$ cat src/rtl/m_axis_mem.sv
// m_axis_mem: AXI4-Stream master that streams a burst of words read from a
// synchronous single-port memory (1-cycle read latency).
// Prefetches through a 2-entry output buffer so that bursts run at one beat
// per cycle while tready stays high.
// Optional build macro M_AXIS_MEM_LAST_STRB_EN adds tx_last_strb, which is
// used as the tstrb of the tlast beat; without it every beat has all-ones tstrb.
//
// Handshake: a beat transfers on any rising edge with tvalid & tready both high.
// tvalid and the beat payload come only from buffer registers, so they never
// depend combinationally on tready, and they hold steady while stalled.
module m_axis_mem #(
    parameter int DATA_WIDTH = 32,
    parameter int ADDR_WIDTH = 5
) (
    input  logic                    m_axis_aclk,
    input  logic                    m_axis_areset,
    input  logic                    tx_start,
    input  logic [ADDR_WIDTH-1:0]   tx_base,
    input  logic [ADDR_WIDTH-1:0]   tx_len,
`ifdef M_AXIS_MEM_LAST_STRB_EN
    input  logic [DATA_WIDTH/8-1:0] tx_last_strb,
`endif
    output logic                    tx_busy,
    output logic                    tx_done,
    output logic                    mem_read_en,
    output logic [ADDR_WIDTH-1:0]   mem_read_address,
    input  logic [DATA_WIDTH-1:0]   mem_read_data,
    output logic                    m_axis_tvalid,
    input  logic                    m_axis_tready,
    output logic [DATA_WIDTH-1:0]   m_axis_tdata,
    output logic [DATA_WIDTH/8-1:0] m_axis_tstrb,
    output logic                    m_axis_tlast
);

    localparam int SW = DATA_WIDTH / 8;

    typedef enum logic [1:0] {S_IDLE, S_READ, S_DRAIN} state_t;

    state_t                state_q;
    logic [ADDR_WIDTH-1:0] addr_q;
    logic [ADDR_WIDTH-1:0] len_q;
    logic [ADDR_WIDTH-1:0] rd_idx_q;
    logic                  inflight_q;
    logic                  inflight_last_q;
    logic                  done_q;
    logic [1:0]            count_q;
    logic [DATA_WIDTH-1:0] data0_q, data1_q;
    logic                  last0_q, last1_q;
    logic [SW-1:0]         strb0_q, strb1_q;

    logic                  pop;
    logic                  push;
    logic                  rd_en;
    logic                  rd_last;
    logic [2:0]            level;
    logic [1:0]            count_d;
    logic [1:0]            push_slot;
    logic [SW-1:0]         push_strb;

`ifdef M_AXIS_MEM_LAST_STRB_EN
    logic [SW-1:0]         last_strb_q;

    // Latch the final-beat strobe along with the burst descriptor.
    always_ff @(posedge m_axis_aclk) begin
        if (m_axis_areset) begin
            last_strb_q <= '0;
        end else if (state_q == S_IDLE && tx_start) begin
            last_strb_q <= tx_last_strb;
        end
    end

    assign push_strb = inflight_last_q ? last_strb_q : '1;
`else
    assign push_strb = '1;
`endif

    // Occupancy bookkeeping and read-issue decision for the current cycle.
    // A read may issue when buffered + in-flight - leaving entries stays below
    // 2, so the returning word always has a free slot.
    always_comb begin
        pop       = (count_q != 2'd0) && m_axis_tready;
        push      = inflight_q;
        level     = {1'b0, count_q} + {2'b00, inflight_q} - {2'b00, pop};
        rd_en     = (state_q == S_READ) && (level < 3'd2);
        rd_last   = (rd_idx_q == len_q);
        count_d   = count_q + {1'b0, push} - {1'b0, pop};
        push_slot = count_q - {1'b0, pop};
    end

    // Burst FSM, read tracking and the 2-entry output buffer (head = entry 0).
    always_ff @(posedge m_axis_aclk) begin
        if (m_axis_areset) begin
            state_q         <= S_IDLE;
            addr_q          <= '0;
            len_q           <= '0;
            rd_idx_q        <= '0;
            inflight_q      <= 1'b0;
            inflight_last_q <= 1'b0;
            done_q          <= 1'b0;
            count_q         <= 2'd0;
            data0_q         <= '0;
            data1_q         <= '0;
            last0_q         <= 1'b0;
            last1_q         <= 1'b0;
            strb0_q         <= '0;
            strb1_q         <= '0;
        end else begin
            done_q          <= 1'b0;
            inflight_q      <= rd_en;
            inflight_last_q <= rd_en && rd_last;
            count_q         <= count_d;

            case (state_q)
                S_IDLE: begin
                    if (tx_start) begin
                        addr_q   <= tx_base;
                        len_q    <= tx_len;
                        rd_idx_q <= '0;
                        state_q  <= S_READ;
                    end
                end
                S_READ: begin
                    if (rd_en) begin
                        addr_q   <= addr_q + 1'b1;
                        rd_idx_q <= rd_idx_q + 1'b1;
                        if (rd_last) begin
                            state_q <= S_DRAIN;
                        end
                    end
                end
                S_DRAIN: begin
                    if (pop && last0_q) begin
                        done_q  <= 1'b1;
                        state_q <= S_IDLE;
                    end
                end
                default: state_q <= S_IDLE;
            endcase

            // Advance the queue on a handshake, then place returning data in
            // the first slot that remains free after that pop.
            if (pop) begin
                data0_q <= data1_q;
                last0_q <= last1_q;
                strb0_q <= strb1_q;
            end
            if (push) begin
                if (push_slot == 2'd0) begin
                    data0_q <= mem_read_data;
                    last0_q <= inflight_last_q;
                    strb0_q <= push_strb;
                end else begin
                    data1_q <= mem_read_data;
                    last1_q <= inflight_last_q;
                    strb1_q <= push_strb;
                end
            end
        end
    end

    assign tx_busy          = (state_q != S_IDLE);
    assign tx_done          = done_q;
    assign mem_read_en      = rd_en;
    assign mem_read_address = addr_q;
    assign m_axis_tvalid    = (count_q != 2'd0);
    assign m_axis_tdata     = data0_q;
    assign m_axis_tstrb     = strb0_q;
    assign m_axis_tlast     = last0_q;

endmodule

$ cat config.mk
export PLATFORM = sky130hd
export DESIGN_NAME = m_axis_mem
export DESIGN_NICKNAME = d
export VERILOG_FILES = /design/src/rtl/m_axis_mem.sv
export SDC_FILE = /design/constraint.sdc
export NUM_CORES = 1
export LEC_CHECK = 0
export CAP_MARGIN = 25
export CORE_ASPECT_RATIO = 0.8
export CORE_MARGIN = 1.5
export CORE_UTILIZATION = 45
export CTS_CLUSTER_DIAMETER = 80
export DETAILED_ROUTE_END_ITERATION = 10
export PLACE_DENSITY = 0.82
export SYNTH_ARGS = -nofsm -noshare
export SYNTH_HDL_FRONTEND = slang
export SYNTH_SLANG_ARGS = --single-unit
$ cat constraint.sdc
create_clock -name m_axis_aclk -period 6.4 [get_ports m_axis_aclk]
set_input_delay 0.64 -clock m_axis_aclk [delete_from_list [all_inputs] [get_ports m_axis_aclk]]
set_output_delay 0.64 -clock m_axis_aclk [all_outputs]
set_load 0.05 [all_outputs]
==> run summary <==
The post-detailed-routing wire length is 8.97 mm, and the effective utilization at floorplan is 47.1%. Along the worst path, the maximum fanout reaches 4. The final critical path takes up 63.8% of the cycle.

In this run the power density over the cells is 476 nW/µm². The final weighted congestion in routability-driven placement was 0.854; the total of hold buffers inserted after clock tree synthesis was 0. During I/O placement, the number of pins put on the boundary was 92.

In the layout the commonest cells are sky130_fd_sc_hd__nand2_1, sky130_fd_sc_hd__dfxtp_1, sky130_fd_sc_hd__clkdlybuf4s50_1, sky130_fd_sc_hd__a21oi_1, sky130_fd_sc_hd__nor2_1. The worst setup path is launched from a primary input. The multiplexer fraction of the synthesized cell area came out at 0%.

The worst pin sits at a relative slew slack of 34.3%. The final sum of negative setup slack was 0 ns. For the detailed-route via count, the log shows 3462. The largest net degree at the start of global routing was 91.

The clock sink count was 93. Setup slack on the worst reg-to-reg path comes out at 3.93 ns. In this run the remaining antenna-violating nets after routing total 0. The vias per cell is 5.25. By area, the combinational part of the netlist is dominated by simple AND/OR/NAND/NOR gates.

Width of the die: 105 µm. For this run, the leading register cell type out of synthesis is sky130_fd_sc_hd__dfxtp_1. Summing the sequential cell areas from Yosys gives 49.3% of the chip area. The tools report the count of warnings emitted by yosys as 0.

The worst register-to-register path begins at count_q[1]$_SDFF_PP0_. The logs give 9 for the number of buffers inserted during clock tree synthesis and 2350 µW for the power after layout. The H-tree was split into 3 levels. For this run, asynchronously set or reset flops after synthesis account for 0%. Cell internal power was estimated by the tool at 1270 µW.

For this run, the total global-route usage over all layers was measured as 20.6%. Compound-cell area share of the yosys netlist: 18.0%. Setup repair after global routing left no endpoint under its margin.

The clock tree buffer depth was 2. The flow ran to the end, and the final reports show no timing, DRC or antenna violations. At the end of the flow, the number of nets in the layout was 596. For the worst setup path, the data arrival time is 3.44 ns. Summing the areas of all xor and xnor instances in the mapped netlist gives 1.39% of the synthesized area. Of the cells placed in the final design, the portion with a size suffix greater than 1 is 5.63%. The library cell used most frequently in the layout, excluding fill and tap cells, is sky130_fd_sc_hd__nand2_1.

At the pin with the least slew margin, the transition time is 0.983 ns. The adder and majority cell fraction of the synthesized area was 1.52%. Summed over all nets, the switching power comes to 1080 µW.

The number of placed instances, taps included, is 643. At the end of the flow the core is filled with cells to 61.4%. The count of endpoints failing setup in the final report came out at 0. Row generation in the floorplan step produced 29 rows. In this run the worst hold path is classified as reg -> reg. Net switching is 46.1% of the power.

The critical path class was in -> out. Derived from the worst setup path, the maximum achievable clock frequency is 245 MHz. Post-cts repair resize count: 0. Number of antenna violations at the first check in global routing: 0. TritonCTS built the clock tree. Total iterations of the first detailed-routing run: 4. The count of port buffers added during placement came out at 91.

The number of antenna cells inserted is 0. The HPWL reported at the end of detailed placement was 5.82 mm; the flop and latch count out of synthesis was 93. For this design the static power due to leakage is 0.00167 µW. The run gives 0 as the remaining global-route overflow. Yosys mapped the design onto 37 distinct sky130hd cell types. The clock slew seen by the registers of the worst setup and hold paths is 0.10 ns, and the number of standard cells in the final layout excluding fillers is 659. The number of setup buffers added after CTS is 0. The logs give 48.4% for the combinational power share and 0 for the max-slew violation count.

Averaged over all synthesized cells, the footprint is 7.97 µm². The final-report hold violation count is 0, and the worst path required time is 5.76 ns. The number of global-route vias before repair was 3302. The tree is rooted in a sky130_fd_sc_hd__clkbuf_8. The first global-routing pass estimated 15.0 mm of wire. The endpoint of the most critical register-to-register path is rd_idx_q[4]$_SDFFE_PP0P_. The area of the mapped netlist is 3780 µm². The insertion delay of the later-clocked pin in the worst-skew pair came out at 0.35 ns. The floorplan step defined a die boundary enclosing 8960 µm². The share of total power in the clock network was 17.6%. The starting DRC count in detailed routing came out at 214. The kind of capture point of the worst setup path is a primary output. In this run the vertical extent of the chip is 85.0 µm. Synthesis produced a netlist whose cell count is 474.

The hold-critical path endpoint is data1_q[26]$_SDFFE_PP0P_. The area growth from synthesis to layout is 30.3%. The post-detailed-route wirelength per cell is 13.6 µm.

The net count after synthesis came out at 524. After Yosys synthesis, and, or, nand and nor cells account for 25.5% of the synthesized area. Counting flops with a built-in enable in the synthesized netlist gives 0. The worst min-delay path startpoint was data1_q[26]$_SDFFE_PP0P_. The run gives 390 µV as the peak ir drop on the vdd network. The run gives 0 as the number of max-cap violations.

The worst hold slack is 0.461 ns. Of the total power, registers draw 34.0%. In the routed design, unresolved DRC markers number 0.

The worst hold path was traced through 2 stages. The worst path in the final design needs a cycle of 4.08 ns, including I/O delays and setup. The clock skew after layout is 0.0127 ns, and the area of the core region is 8020 µm². The worst register-to-register path has a depth of 9.
layer usage:
| layer | up-vias | GRT usage [%] | routed length (µm) | part of all wire (%) |
|---|---|---|---|---|
| li1 | 1744 | - | - | - |
| met1 | 1611 | 26.2 | 4060 | 45 |
| met2 | 97 | 34.9 | 4370 | 49 |
| met3 | 10 | 4.61 | 415 | 4.6 |
| met4 | 0 | 6.72 | 119 | 1.3 |
| met5 | - | 0 | 0 | 0 |
cell usage after synthesis, types with 3 or more instances:
library cell                 n  area [µm²]
sky130_fd_sc_hd__a21oi_1    52         260
sky130_fd_sc_hd__a311oi_1   33         289
sky130_fd_sc_hd__and2_1      5        31.3
sky130_fd_sc_hd__buf_1       6        22.5
sky130_fd_sc_hd__buf_2      12        60.1
sky130_fd_sc_hd__clkbuf_1   14        52.6
sky130_fd_sc_hd__dfxtp_1    93        1860
sky130_fd_sc_hd__ha_1        3        37.5
sky130_fd_sc_hd__inv_1       4        15.0
sky130_fd_sc_hd__nand2_1   151         567
sky130_fd_sc_hd__nand2b_1    5        31.3
sky130_fd_sc_hd__nand3_1     8        40.0
sky130_fd_sc_hd__nor2_1     40         150
sky130_fd_sc_hd__nor2b_1     3        18.8
sky130_fd_sc_hd__nor3_1      4        20.0
sky130_fd_sc_hd__o21ai_0    10        50.1
sky130_fd_sc_hd__or3_1       5        31.3
sky130_fd_sc_hd__xor2_1      4        35.0
per-stage QoR:
step | setup slack (ns) | instance area [µm²]
CTS | 2.30 | 4920
global placement | 2.38 | 4710
detailed placement | 2.31 | 4710
global route | 2.21 | 4920
floorplan | 3.14 | 3780
finish | 2.32 | 4920
how the worst max path moves through the flow:
stage	startpoint	end	slack, ns	depth (start not counted)
detailed placement	m_axis_tready	mem_read_en	2.31	9
global placement	m_axis_tready	mem_read_en	2.38	9
finish	m_axis_tready	mem_read_en	2.32	9
global route	m_axis_tready	mem_read_en	2.21	9
floorplan	m_axis_tready	mem_read_en	3.14	9
CTS	m_axis_tready	mem_read_en	2.30	9
critical path: stages:
cell                              delay (ns)
sky130_fd_sc_hd__clkdlybuf4s50_1        0.51
sky130_fd_sc_hd__nand2b_1               0.25
sky130_fd_sc_hd__nand2_1                0.09
sky130_fd_sc_hd__ha_1                   0.20
sky130_fd_sc_hd__fa_1                   0.37
sky130_fd_sc_hd__xor2_1                 0.28
sky130_fd_sc_hd__nand2b_1               0.17
sky130_fd_sc_hd__nor2_1                 0.12
sky130_fd_sc_hd__clkdlybuf4s50_1        0.82
registers in the layout (all words and copies together) (netlist names):
name              count
data1_q              32
m_axis_tdata         32
len_q                 5
mem_read_address      5
rd_idx_q              5
m_axis_tstrb          4
count_q               2
state_q               2
inflight_last_q       1
inflight_q            1
last1_q               1
m_axis_tlast          1
strb1_q               1
tx_done               1
cell type report:
type / instances / area, µm²
clock buffer: 9 / 124
inverter: 4 / 15.0
multi-input combinational: 344 / 1770
tap: 108 / 135
clock inverter: 7 / 88.8
fill: 692 / 3090
timing repair buffer: 94 / 928
sequential: 93 / 1860
logic make-up (layout without fill, tap and decap cells):
| logic type | after synthesis | in the layout |
|---|---|---|
| simple gates | 229 | 229 |
| compound gates | 105 | 105 |
| flops | 93 | 93 |
| buf+inv | 37 | 114 |
| xor+xnor | 6 | 6 |
| fa+ha+maj | 4 | 4 |
power groups by stage:
stage	Clock (µW)	Combinational (µW)	Sequential, µW
3_3_place_gp	0	1110	807
4_1_cts	422	1140	797
5_1_grt	451	1210	814
2_1_floorplan	0	472	1120
6_report	412	1140	798
3_5_place_dp	0	1140	810
(Power assumes the default switching activity.)
